**config.mk**
```make
export PLATFORM = sky130hd
export DESIGN_NAME = seq_loss_scanner
export DESIGN_NICKNAME = d
export VERILOG_FILES = /design/src/rtl/eth_rx_pkg.sv /design/src/rtl/seq_loss_scanner.sv
export SDC_FILE = /design/constraint.sdc
export NUM_CORES = 1
export LEC_CHECK = 0
export ABC_AREA = 1
export BUFFER_PORTS_ARGS = -buffer_cell sky130_fd_sc_hd__buf_2
export CAP_MARGIN = 20
export CORE_ASPECT_RATIO = 1.25
export CORE_MARGIN = 2
export CORE_UTILIZATION = 40
export DETAILED_ROUTE_END_ITERATION = 7
export PLACE_DENSITY = 0.58
export SYNTH_ARGS = -nofsm -noshare
export SYNTH_HDL_FRONTEND = slang
export SYNTH_SLANG_ARGS = --single-unit
```
**constraint.sdc**
```tcl
create_clock -name clk -period 4.35 [get_ports clk]
set_clock_uncertainty 0.1 [all_clocks]
set_input_delay 0.87 -clock clk [delete_from_list [all_inputs] [get_ports clk]]
set_output_delay 0.87 -clock clk [all_outputs]
set_load 0.005 [all_outputs]
```
**src/rtl/eth_rx_pkg.sv**
```systemverilog
// Shared definitions for the Ethernet receive path: sequence width, the
// loss-scanner state encoding and its power-on clear policy.
package eth_rx_pkg;

  localparam int SEQ_W = 16;

  // Scans leave the receive-flag RAM untouched unless a caller asks otherwise.
  localparam logic CLEAR_EN_DEFAULT = 1'b0;

  typedef enum logic [1:0] {
    ST_IDLE,
    ST_ISSUE,
    ST_DRAIN,
    ST_DONE
  } scan_state_t;

endpackage

```
**src/rtl/seq_loss_scanner.sv**
```systemverilog
// Walks a window of the 1-bit receive-flag RAM, one entry per clock, counting
// zero entries (lost frames) and capturing the first lost sequence number.
module seq_loss_scanner
  import eth_rx_pkg::*;
#(
  parameter int ADDR_W = SEQ_W,
  parameter int CNT_W  = SEQ_W + 1
) (
  input  logic              clk,
  input  logic              rst_n,
  input  logic              start,
  input  logic              abort,
  input  logic [ADDR_W-1:0] base_seq,
  input  logic [CNT_W-1:0]  length,
  input  logic              clear_en,
  output logic              busy,
  output logic              done,
  output logic [CNT_W-1:0]  lost_count,
  output logic [ADDR_W-1:0] first_lost,
  output logic              first_lost_valid,
  output logic [ADDR_W-1:0] mem_addr,
  output logic              mem_we,
  output logic              mem_din,
  input  logic              mem_dout
);

  localparam logic [CNT_W-1:0] WIN_MAX = CNT_W'(1) << ADDR_W;

  scan_state_t       state, state_nxt;
  logic [CNT_W-1:0]  remaining;
  logic [CNT_W-1:0]  len_sat;
  logic              clear_q;
  logic              tag_valid;
  logic [ADDR_W-1:0] tag_addr;
  logic              accept;
  logic              last_issue;
  logic              hit;

  assign len_sat    = (length > WIN_MAX) ? WIN_MAX : length;
  assign accept     = (state == ST_IDLE) && start && !abort;
  assign last_issue = (state == ST_ISSUE) && (remaining == CNT_W'(1));
  // Data landing in an abort cycle belongs to a discarded scan.
  assign hit        = tag_valid && !mem_dout && !abort;
  assign mem_din    = 1'b0;

  always_comb begin
    // NOTE: every output of this block gets a default first, so no path can
    // leave one unassigned and infer a latch.
    state_nxt = state;
    busy      = (state != ST_IDLE);
    done      = (state == ST_DONE) && !abort;
    mem_we    = (state == ST_ISSUE) && clear_q && !abort;

    unique case (state)
      ST_IDLE:  if (accept) state_nxt = (len_sat == '0) ? ST_DONE : ST_ISSUE;
      ST_ISSUE: if (last_issue) state_nxt = ST_DRAIN;
      ST_DRAIN: state_nxt = ST_DONE;
      ST_DONE:  state_nxt = ST_IDLE;
      default:  state_nxt = ST_IDLE;
    endcase

    if (abort) state_nxt = ST_IDLE;
  end

  always_ff @(posedge clk or negedge rst_n) begin
    if (!rst_n) begin
      state            <= ST_IDLE;
      mem_addr         <= '0;
      remaining        <= '0;
      clear_q          <= CLEAR_EN_DEFAULT;
      tag_valid        <= 1'b0;
      tag_addr         <= '0;
      lost_count       <= '0;
      first_lost       <= '0;
      first_lost_valid <= 1'b0;
    end else begin
      // NOTE: non-blocking assignments so every register here samples the
      // pre-edge values, independent of statement order.
      state     <= state_nxt;
      tag_valid <= (state == ST_ISSUE) && !abort;
      tag_addr  <= mem_addr;

      // The address stays on the last entry once the window is exhausted.
      if (accept) begin
        mem_addr  <= base_seq;
        remaining <= len_sat;
        clear_q   <= clear_en;
      end else if ((state == ST_ISSUE) && !abort && !last_issue) begin
        mem_addr  <= mem_addr + ADDR_W'(1);
        remaining <= remaining - CNT_W'(1);
      end

      if (accept) begin
        lost_count       <= '0;
        first_lost       <= '0;
        first_lost_valid <= 1'b0;
      end else if (hit) begin
        lost_count <= lost_count + CNT_W'(1);
        if (!first_lost_valid) begin
          first_lost       <= tag_addr;
          first_lost_valid <= 1'b1;
        end
      end
    end
  end

endmodule
```
==> summary.md <==
| Metric | Value |
|---|---|
| Detailed Place HPWL | `8.99 mm` |
| Initial antenna violation count | `0` |
| Die area | `0.0133 mm²` |
| Slew headroom | `0.345` |
| Max FO, Critical Path | `56` |
| Status | `completed` |
| # port buffers | `91` |
| FF-to-FF path depth | `8` |
| Via count | `4575` |
| Post-Syn Nets | `715` |
| Worst setup path start | `state[0]` |
| Initial Util | `0.408` |
| Mux cell area share after synthesis | `0` |
| Setup violations, final | `0` |
| Vias in the first global route | `4298` |
| Hold_buf cts | `0` |
| Post-synthesis compound-gate area fraction | `0.0701` |
| Via/cell ratio | `4.97` |
| Hold Crit Class | `reg -> reg` |
| Routed met2 length | `6.17 mm` |
| Met3 wire length | `495 µm` |
| Synth cell types | `35` |
| Height of the die | `128 µm` |
| Final-report hold violation count | `0` |
| Worst setup SP type | `register` |
| Fin Hold WS | `0.373 ns` |
| M1 WL | `5.38 mm` |
| RR Endpoint | `remaining[5]` |
| Fill cells | `1229` |
| Period utilisation layout | `0.599` |
| Clock root buffer | `clkbuf_16` |
| Die Width | `103 µm` |
| First-pass GRT wire length | `20.5 mm` |
| CP Class | `reg -> reg` |
| Yosys reg bits | `87` |
| Net count, final | `799` |
| Synth area leader | `dfrtp_1` |
| Num ports | `93` |
| Worst path buffer plus inverter count | `2` |
| Clock buffer depth | `2` |
| WHS Endpoint | `first_lost[5]` |
| F_max | `0.384 GHz` |
| Layout cell share with drive strength beyond 1 | `0.187` |
| 1st-iter DRT viols | `199` |
| Clock latency at the later pin of the worst-skew pair | `0.34 ns` |
| Worst path top cell family by delay | `simple AND/OR/NAND/NOR gates` |
| CP Data Arrival Time | `2.78 ns` |
| CP peak stage delay | `0.70 ns` |
| # clock sinks | `87` |
| Clock Pin Slew Worst Setup and Hold Paths | `0.07 ns` |
| Post-cts resize count | `0` |
| Largest family of logic cells by synthesized area | `simple AND/OR/NAND/NOR gates` |
| Wirelength per Cell | `13.4 µm` |
| Total global-route track usage | `0.196` |
| GRT Residual Overflow | `0` |
| GPL Wtd Cong | `0.854` |
| Worst Hold Launch | `tag_addr[5]` |
| Number of placement rows | `45` |
| Peak VDD IR | `0.000230 V` |
| Top cells by area, synth | `dfrtp_1 44%, nand2_1 15%, nand3_1 8.2%` |
| FF-to-FF Start | `state[0]` |
| CP Cell Sequence | `inv_1 > ha_1 > nand3_4 > inv_2 > nor2_1 > nand2_1 > nand2_1 > nor2_1` |
| TritonCTS clock tree | `done` |
| Worst hold path depth | `2` |
| Synth-to-Final Area Change | `16.8%` |
| Largest net degree at the start of global routing | `68` |
| Kind of end point of the critical path | `register` |
| Adder-cell area share of the yosys netlist | `0.0228` |
| R2r setup slk | `1.75 ns` |
| Antenna viol nets, final | `0` |
| TNS Setup | `0 ns` |
| Final Util | `0.477` |
| Max-slew violations | `0` |
| Leak Pwr | `2.88 nW` |
| Simple-gate area share of the yosys netlist | `0.368` |
| XOR/XNOR share of the synthesized area | `0.0159` |
| Min Tclk post-route | `2.60 ns` |
| Synth Instances | `667` |
| Post-synthesis sequential area ratio | `0.440` |
| Power Total | `3.35 mW` |
| Top routing layer in use | `met4` |
| Post-CTS Setup Inserts | `0` |
| Clock buffer count from CTS | `9` |
| Avg Cell Area, Syn | `7.41 µm²` |
| Synth Warn # | `0` |
| Top cell type's share of synthesized area | `0.440` |
| Total Wirelength | `12.3 mm` |
| Unrepaired setup endpoints after global routing | `false` |
| Worst Tran Pin Value | `0.982 ns` |
| Core Box Area | `0.0121 mm²` |
| Mapped Area | `0.00494 mm²` |
| Cell area power density | `579 mW/mm²` |
| CTS H-tree depth | `3` |
| Max Cap Viol | `0` |
| Pre-antenna DRT Iters | `5` |
| Antenna cells | `0` |
| CP required | `4.52 ns` |
| Slowest CP cell | `inv_2` |
| Number of remaining DRC errors | `0` |
[sequential cells by signal, indices dropped and copies added (netlist names)]
register          cells
lost_count           17
first_lost_valid      1
state                 2
first_lost           16
clear_q               1
tag_addr             16
tag_valid             1
mem_addr             16
remaining            17
[how the worst max path moves through the flow]
stage | end | cells after the start | slack, ns
floorplan | done | 1 | 2.40
global route | remaining[5] | 8 | 1.47
finish | remaining[5] | 8 | 1.75
detailed placement | remaining[12] | 7 | 1.37
CTS | remaining[5] | 8 | 1.69
global placement | remaining[11] | 8 | 1.42
[cell families (layout without fill, tap and decap cells)]
family / count (synthesis) / in the layout
AND/OR/NAND/NOR: 411 / 411
buffers and inverters: 91 / 180
flip-flops: 87 / 87
AO/OA/AOI/OAI: 59 / 59
adder cells (fa/ha/maj): 9 / 9
XOR/XNOR: 9 / 9
other: 1 / 1
[tightest hold or removal path: stages, from the launching register on]
cell	delay (ns)
dfrtp_1	0.32
nand3_1	0.06
o21ai_0	0.06
[cell type report]
| cell class | instances | area, µm² | share of cell area |
|---|---|---|---|
| Clock inverter | 7 | 58.8 | 0.0102 |
| Tap cell | 164 | 205 | 0.0355 |
| Timing Repair Buffer | 93 | 473 | 0.0819 |
| Clock buffer | 9 | 225 | 0.0390 |
| Sequential cell | 87 | 2180 | 0.377 |
| Inverter | 71 | 272 | 0.0470 |
| Multi-Input combinational cell | 489 | 2360 | 0.409 |
[power breakdown]
part           internal [mW]  switching [mW]  total [mW]
logic                  0.464           0.730        1.19
registers               1.11           0.303        1.41
clock network          0.398           0.345       0.744
total                   1.97            1.38        3.35
[cells in the final DEF, fill, tap and decap left out, types with 10 or more instances in the layout]
master   instances
nor3_1          10
o21ai_2         10
nand2_1        194
nand3_1         81
nand4_1         23
o21ai_0         34
inv_1           68
buf_2           90
nor2_1          80
dfrtp_1         87
[Yosys cell counts]
cell and instances:
ha_1 9, or2_0 1, inv_1 68, and2_1 1
nor2_4 1, buf_4 3, or2_2 8, buf_6 3
nor2_2 5, a21oi_1 3, xor2_1 6, nand2_1 194
nand2_8 2, conb_1 1, inv_2 2, nor2_1 80
nand3b_1 1, o21bai_1 2, dfrtp_1 87, o21ai_0 34
o21ai_2 10, nand2_4 1, clkbuf_1 3, o211ai_2 1
nand4_1 23, buf_8 1, or2_1 2, a31oi_1 1
nand3_1 81, buf_2 10, nand3_4 1, nor3_1 10
xnor2_1 3, o21ai_1 8, clkinv_4 1
[per-layer routing]
layer,up-vias,global-route usage
li1,2312,-
met1,2140,0.253
met2,101,0.329
met3,22,0.0300
met4,0,0.0735
met5,-,0
[per-stage QoR]
stage	std cells	worst slack [ns]	instance area [µm²]
final	920	1.75	5770
after global routing	920	1.47	5770
after CTS	920	1.69	5770
after detailed placement	904	1.37	5490
after global placement	904	1.42	5490
after floorplan	667	2.40	4940
Power figures use the tool's default switching activity.
